<file path="src/rtl/y86_decode_wb.sv">
// Y86 decode / write-back stage: register file with valE/valM write-back,
// same-edge bypass into the operand reads, and a one-entry registered output.
module y86_decode_wb #(
   parameter int WIDTH  = 64,
   parameter int NREGS  = 15,
   parameter int RSP_ID = 4
) (
   input  logic             clk_i,
   input  logic             rst_i,
   input  logic             in_valid_i,
   output logic             in_ready_o,
   input  logic [3:0]       icode_i,
   input  logic [3:0]       ifun_i,
   input  logic [3:0]       ra_i,
   input  logic [3:0]       rb_i,
   input  logic             wb_valid_i,
   input  logic [3:0]       wb_icode_i,
   input  logic [3:0]       wb_ra_i,
   input  logic [3:0]       wb_rb_i,
   input  logic             wb_cnd_i,
   input  logic [WIDTH-1:0] wb_vale_i,
   input  logic [WIDTH-1:0] wb_valm_i,
   output logic             out_valid_o,
   input  logic             out_ready_i,
   output logic [3:0]       out_icode_o,
   output logic [3:0]       out_ifun_o,
   output logic [WIDTH-1:0] vala_o,
   output logic [WIDTH-1:0] valb_o,
   output logic [3:0]       dste_o,
   output logic [3:0]       dstm_o
);

   localparam logic [3:0] RNONE  = 4'hF;
   localparam logic [3:0] RSP    = 4'(RSP_ID);
   localparam logic [4:0] NREGS5 = 5'(NREGS);

   function automatic logic [3:0] src_a(input logic [3:0] ic, input logic [3:0] ra);
      case (ic)
         4'h2, 4'h4, 4'h6, 4'hA: src_a = ra;
         4'h9, 4'hB:             src_a = RSP;
         default:                src_a = RNONE;
      endcase
   endfunction

   function automatic logic [3:0] src_b(input logic [3:0] ic, input logic [3:0] rb);
      case (ic)
         4'h4, 4'h5, 4'h6:       src_b = rb;
         4'h8, 4'h9, 4'hA, 4'hB: src_b = RSP;
         default:                src_b = RNONE;
      endcase
   endfunction

   function automatic logic [3:0] dst_e(input logic [3:0] ic, input logic [3:0] rb);
      case (ic)
         4'h2, 4'h3, 4'h6:       dst_e = rb;
         4'h8, 4'h9, 4'hA, 4'hB: dst_e = RSP;
         default:                dst_e = RNONE;
      endcase
   endfunction

   function automatic logic [3:0] dst_m(input logic [3:0] ic, input logic [3:0] ra);
      case (ic)
         4'h5, 4'hB: dst_m = ra;
         default:    dst_m = RNONE;
      endcase
   endfunction

   function automatic logic in_rf(input logic [3:0] id);
      in_rf = {1'b0, id} < NREGS5;
   endfunction

   logic [WIDTH-1:0] regs_q [NREGS];
   logic [WIDTH-1:0] regs_d [NREGS];

   logic             out_valid_q, out_valid_d;
   logic [3:0]       icode_q, ifun_q, dste_q, dstm_q;
   logic [WIDTH-1:0] vala_q, valb_q, vala_d, valb_d;
   logic [3:0]       wb_dste, wb_dstm, srca, srcb;
   logic             accept;

   // A not-taken cmov drops its E write; M is applied last so it wins on dstE==dstM.
   always_comb begin
      wb_dste = RNONE;
      wb_dstm = RNONE;
      if (wb_valid_i) begin
         wb_dstm = dst_m(wb_icode_i, wb_ra_i);
         if (!(wb_icode_i == 4'h2 && !wb_cnd_i))
            wb_dste = dst_e(wb_icode_i, wb_rb_i);
      end
      for (int i = 0; i < NREGS; i++) begin
         regs_d[i] = regs_q[i];
         if (wb_dstm == 4'(i))
            regs_d[i] = wb_valm_i;
         else if (wb_dste == 4'(i))
            regs_d[i] = wb_vale_i;
      end
   end

   // Reads come from the post-write view so a same-edge write is visible.
   always_comb begin
      srca   = src_a(icode_i, ra_i);
      srcb   = src_b(icode_i, rb_i);
      vala_d = in_rf(srca) ? regs_d[srca] : '0;
      valb_d = in_rf(srcb) ? regs_d[srcb] : '0;
   end

   assign in_ready_o  = !out_valid_q || out_ready_i;
   assign accept      = in_valid_i && in_ready_o;
   assign out_valid_d = accept || (out_valid_q && !out_ready_i);

   always_ff @(posedge clk_i) begin
      if (rst_i) begin
         for (int i = 0; i < NREGS; i++) regs_q[i] <= '0;
         out_valid_q <= 1'b0;
         icode_q     <= '0;
         ifun_q      <= '0;
         vala_q      <= '0;
         valb_q      <= '0;
         dste_q      <= RNONE;
         dstm_q      <= RNONE;
      end else begin
         regs_q      <= regs_d;
         out_valid_q <= out_valid_d;
         if (accept) begin
            icode_q <= icode_i;
            ifun_q  <= ifun_i;
            vala_q  <= vala_d;
            valb_q  <= valb_d;
            dste_q  <= dst_e(icode_i, rb_i);
            dstm_q  <= dst_m(icode_i, ra_i);
         end
      end
   end

   assign out_valid_o = out_valid_q;
   assign out_icode_o = icode_q;
   assign out_ifun_o  = ifun_q;
   assign vala_o      = vala_q;
   assign valb_o      = valb_q;
   assign dste_o      = dste_q;
   assign dstm_o      = dstm_q;

endmodule

</file>
<file path="config.mk">
export PLATFORM = sky130hd
export DESIGN_NAME = y86_decode_wb
export DESIGN_NICKNAME = d
export VERILOG_FILES = /design/src/rtl/y86_decode_wb.sv
export SDC_FILE = /design/constraint.sdc
export NUM_CORES = 2
export LEC_CHECK = 0
export BUFFER_PORTS_ARGS = -buffer_cell sky130_fd_sc_hd__buf_2
export CORE_ASPECT_RATIO = 1.4
export CORE_MARGIN = 2
export CORE_UTILIZATION = 30
export CTS_CLUSTER_SIZE = 14
export DETAILED_ROUTE_END_ITERATION = 8
export GPL_TIMING_DRIVEN = 0
export PLACE_DENSITY_LB_ADDON = 0.1
export SYNTH_ARGS = -nofsm -noshare
export SYNTH_HDL_FRONTEND = slang
export SYNTH_SLANG_ARGS = --single-unit
</file>
<file path="constraint.sdc">
create_clock -name clk_i -period 2.39 [get_ports clk_i]
set_clock_uncertainty 0.05 [all_clocks]
set_input_delay 0.1195 -clock clk_i [delete_from_list [all_inputs] [get_ports clk_i]]
set_output_delay 0.1195 -clock clk_i [all_outputs]
set_load 0.03 [all_outputs]
</file>
### Word level (Yosys, flattened, before mapping)

Cells that the tools add are included.

| word-level totals | value |
|---|---|
| flip-flop bits (word level) | 1105 |

| cells by class | value |
|---|---|
| eq/ne operators | 45 |
| magnitude comparators | 4 |
| reductions and logical operators | 19 |
| bitwise logic cells | 2 |
| muxes and demuxes | 47 |

Operators by type and width:

| cell | count |
|---|---|
| two-way mux 64 bit | 36 |
| binary-select mux 64 bit (select 4 bit) | 2 |
| == test 4 bit, second input constant | 22 |
| == test 4 x 3 -> 1 bit, second input constant | 13 |
| == test 4 x 2 -> 1 bit, second input constant | 8 |
| case mux 4 bit (2 select lines) | 4 |
| two-way mux 4 bit | 5 |
| OR reduction 4 bit | 3 |
| greater-or-equal comparator 5 bit, second input constant | 2 |
| NOT 4 -> 5 bit | 2 |
| OR reduction 3 bit | 3 |
| == test 4 x 1 -> 1 bit, second input constant | 2 |
| zero test 4 bit | 2 |
| < comparator 4 bit, second input constant | 2 |
| OR reduction 2 bit | 3 |
| logical AND 1 bit | 3 |
| zero test 1 bit | 3 |
| logical OR 1 bit | 2 |

### Longest topological paths before layout

| logic depth | value |
|---|---|
| depth after elaboration | 12 |
| mapped depth | 13 |
| mapped depth without buffers | 8 |

### Least setup slack after synthesis

OpenSTA, ideal clock, no wires.

| timing path | value |
|---|---|
| path type | input port to flip-flop |
| start | in wb_ra_i[3] |
| end | reg vala_q[38], in the netlist vala_o[38] |
| stages | 12 |
| library setup time | 0.117 ns |
| slack | -0.170 ns |
| data required time | 2.223 ns |
| arrival time | 2.393 ns |
| cell sequence | buf_6 or4b_4 buf_6 a211oi_4 nand3_4 o21a_1 buf_6 buf_6 o22ai_2 a2111oi_0 a211o_1 a32o_1 |

| on the way | value |
|---|---|
| cells in the longest elaborated chain, start to end | 8 |
| elaborated cells on any way between the ends | 36 |
| classes of those cells | 14 x eq/ne; 21 x mux; 1 x reduce/logical |

Ends and longest elaborated chain:

| what | line | RTL |
|---|---|---|
| start: declaration | 18 | `input logic [3:0] wb_ra_i,` |
| two-way mux 4 bit * | 62 | `case (ic)` |
| two-way mux 4 bit * | 85 | `if (wb_valid_i) begin` |
| == test 4 bit, or another cell as far along | 92 | `if (wb_dstm == 4'(i))` |
| two-way mux 64 bit | 92 |  |
| binary-select mux 64 bit (select 4 bit) * | 103 | `vala_d = in_rf(srca) ? regs_d[srca] : '0;` |
| two-way mux 64 bit (not written as such) * (2 in series) | 103 |  |
| two-way mux 64 bit * | 103 |  |
| end signal: assignment | 127 | `vala_q <= vala_d;` |
| end: declaration | 77 | `logic [WIDTH-1:0] vala_q, valb_q, vala_d, valb_d;` |

Mark *: on every way between the ends. The rest lies on a longest branch, timed or not. The select of a mux whose other input is x is not followed.
A chain may end at the register's enable or synchronous reset.

### Final worst setup path

| timing path | value |
|---|---|
| start | in icode_i[1] |
| end | reg vala_q[60], in the netlist vala_o[60] |

| on the way | value |
|---|---|
| cells in the longest elaborated chain, start to end | 8 |
| elaborated cells on any way between the ends | 15 |
| classes of those cells | 1 x order compare; 6 x eq/ne; 5 x mux; 1 x bitwise; 2 x reduce/logical |

Ends and longest elaborated chain:

| what | line | RTL |
|---|---|---|
| start: declaration | 12 | `input logic [3:0] icode_i,` |
| == test 4 bit, or another cell as far along | 38 | `case (ic)` |
| OR reduction 4 bit or OR reduction 2 bit (tied branches) | 38 |  |
| case mux 4 bit (2 select lines) * | 38 |  |
| NOT 4 -> 5 bit (not written as such) | 103 |  |
| binary-select mux 64 bit (select 4 bit) | 103 |  |
| two-way mux 64 bit (not written as such) (2 in series) | 103 |  |
| two-way mux 64 bit * | 103 |  |

Marks and branches as above.

==> metrics.cfg <==
[worst_hold_path]
min_path_cells = 4
min_to = regs_q[465]$_SDFF_PP0_
hp-class = input port to flip-flop
worstHoldStart = wb_vale_i[17]

[critical_path]
reg2reg_slack_ns = -0.11
cp_max_fo = 10
regToRegEndpoint = valb_o[51]$_SDFFE_PP0P_
crit_chain = buf_2, buf_4, a21boi_1, o21ai_4, nand2_2, nor2_4, buf_2, a221oi_1, o211ai_1, o211ai_1, a41o_1
critPathSlowestCell = o211ai_1
critPathMaxStageDelay_ns = 0.49
endpoint_kind = flip-flop
rr_worst_depth = 8
required_ns = 3.13
critPathLaunchType = input port
worst_ep_arrival_time_ns = 3.40
cp_num_buf_inv = 3
critPathTopFamily = compound AO/OA/AOI/OAI gates
r2r-start = out_valid_o$_SDFF_PP0_
path_class = input port to flip-flop

[detailed_routing]
avgViaCountPerCell = 7.25
firstDrtPassIters = 8
wl_um = 699000
drt_iter0_markers = 15600
detail-route-antenna-nets = 0
drc = 0
route.vias.total = 95500
wire_per_inst_um = 53.1

[clock_tree]
htreeDepth = 4
cts_buffers = 148
cts.sinks = 1105
cts_root_buf = clkbuf_16
clkLatencyLatePin_ns = 0.88
cts_tree = yes
cts.clk_slew.worst_paths_ns = 0.07
cts_buffer_depth = 4

[timing]
finalWorstSetupSlack_ns = -0.274
timing_worst_slew_pin_value_ns = 1.71
rsz0062_at_grt = yes
drv_slew = 155
setup_viol = 202
fmaxAchievable_mhz = 375
fin_crit_ns = 2.66
hold_slack_ns = -0.126
slew_headroom_pct = -13.8
finalHoldViolations = 5
fin_crit_sh_pct = 111

[finish]
instances_no_fill = 13200
drive_above_1_share_pct = 27.0
nNetsFinal = 10100
final_cell_area_um2 = 95500
final_common_cell = nor2_1
syn_to_final_growth_pct = 37.1
utilization_pct = 41.3
final_cell_mix = 1158 x nor2_1, 1105 x dfxtp_1, 579 x nand2_1

[global_routing]
grt_pass1_vias = 87400
track_usage_pct = 56.5
grt_overflow = 0
grt_max_degree = 20
antenna_found_initial = 85
grt_pass1_wl_um = 888000

[placement]
dp.cells = 12400
dp_hpwl_um = 536000
place_congestion = 1.13
port_buffers = 248
placed_area_um2 = 75700
dp_slack_ns = -3.88

[synth]
synth_top_area_share_pct = 31.8
synth-edff-count = 0
ys_ff_latch = 1105
avgSynthCellArea_um2 = 7.68
synth_top_area_cell = dfxtp_1
synthFlopType = dfxtp_1
synth_cell_types = 99
syn_nets = 9233
yosys_warnings = 0
synthArstFlopShare_pct = 0
syn_area_um2 = 69600
synthTopCellsByArea = dfxtp_1 32%, mux2i_1 8.9%, nor2_1 6.4%, a211oi_1 5.8%, clkbuf_1 4.8%
syn_inst = 9071
seq_area_frac_synth_pct = 31.8

[floorplanning]
start_util_pct = 30.1
ioPinCount = 308
die_y_um = 574
core_region_area_um2 = 231000
die_area_um2 = 236000
die_x_um = 411
row_count = 209

[status]
violations = negative hold slack, max-capacitance violations, max-slew violations, negative setup slack
status = finished with violations

[pwr]
power_leakage_uw = 0.0348
ir_drop_v = 0.000601
cellPowerDensity_nw_per_um2 = 592
finalPower_uw = 56500

[flow_run]
max_cap_violations = 14

-- per-layer routing --
metal	track usage (%)	vias to the layer above	wire length [um]	share of wire, %
li1	-	35800	-	-
met1	59.2	47300	229000	33
met2	81.8	8863	285000	41
met3	20.0	3461	78400	11
met4	66.0	16	105000	15
met5	1.58	-	713	0.10
-- power breakdown --
part / internal (uW) / leakage, uW / total [uW] / switching, uW
Sequential: 18700 / 0.00892 / 18900 / 226
Clock: 13900 / 0.00240 / 24500 / 10600
Combinational: 3030 / 0.0235 / 13100 / 10000
Total: 35600 / 0.0348 / 56500 / 20900
-- Yosys cell counts, types with 49 or more instances --
master,instances
a221oi_1,174
nand3_1,254
mux2i_1,618
a31oi_1,220
nor2_1,1183
a21oi_1,575
nand2_1,611
nor2b_1,298
a211o_1,49
buf_1,72
clkbuf_1,895
mux2_2,86
o22ai_1,173
o21ai_0,656
o221ai_1,146
o2111ai_1,61
a2111oi_0,74
nor3_1,91
a211oi_1,538
dfxtp_1,1105
buf_2,142
o211ai_1,97
o22a_1,60
-- worst reg2reg max path: cells and delay by family (launching register included) --
| family | cells | cell delay (ns) |
|---|---|---|
| and+or+nand+nor | 4 | 0.86 |
| AOI/OAI and AO/OA | 2 | 0.66 |
| buffers and inverters | 2 | 0.46 |
| DFF | 1 | 0.38 |
-- flip-flops by register name, indices dropped and copies added, names as in the netlist --
name / cells
dstm_o: 4
out_icode_o: 4
out_ifun_o: 4
valb_o: 64
regs_q: 960
out_valid_o: 1
vala_o: 64
dste_o: 4
-- logic make-up after synthesis --
| group | synth area share (%) |
|---|---|
| AND/OR/NAND/NOR | 17.3 |
| flip-flops | 31.8 |
| AO/OA/AOI/OAI | 33.5 |
| XOR/XNOR | 0.0126 |
| multiplexers | 10.3 |
| buffers and inverters | 7.07 |
-- worst max path at each step --
stage	startpoint	end	slack, ns	cells after the start
after floorplan	wb_ra_i[3]	vala_o[44]$_SDFFE_PP0P_	-0.17	12
after global placement	wb_icode_i[0]	valb_o[49]$_SDFFE_PP0P_	-4.34	12
after detailed placement	icode_i[2]	vala_o[49]$_SDFFE_PP0P_	-3.88	11
after CTS	wb_icode_i[1]	valb_o[43]$_SDFFE_PP0P_	-0.12	13
after global routing	wb_vale_i[38]	valb_o[38]$_SDFFE_PP0P_	-0.83	7
final	icode_i[1]	vala_o[60]$_SDFFE_PP0P_	-0.27	11
-- cell type report --
class | instances | area, um^2
diodes | 60 | 150
plain buffers | 1129 | 7550
clock buffers | 208 | 4290
clock inverters | 45 | 586
fillers | 24000 | 136000
inverters | 37 | 165
multi-input cells | 6767 | 50200
flip-flops and latches | 1105 | 22100
well taps | 3059 | 3830
repair buffers | 759 | 6520
-- through the flow --
| stage | hold WS (ns) | setup TNS (ns) |
|---|---|---|
| 2_1_floorplan | 0.198 | -3.44 |
| 3_3_place_gp | 0.316 | -1994.15 |
| 3_5_place_dp | 0.322 | -1597.00 |
| 4_1_cts | 0.000891 | -1.25 |
| 5_1_grt | -0.0839 | -3.67 |
| 6_report | -0.126 | -12.74 |
-- repair_timing --
action / in CTS / in global routing
endpoints found under the setup margin: 911 / 617
endpoints found under the hold margin: 269 / 11
resized for setup: 1913 / 910
gates cloned: 5 / 8
hold buffers: 153 / 14
setup buffers: 178 / 108
pin swaps: 156 / 152
Power figures use the tool's default switching activity.
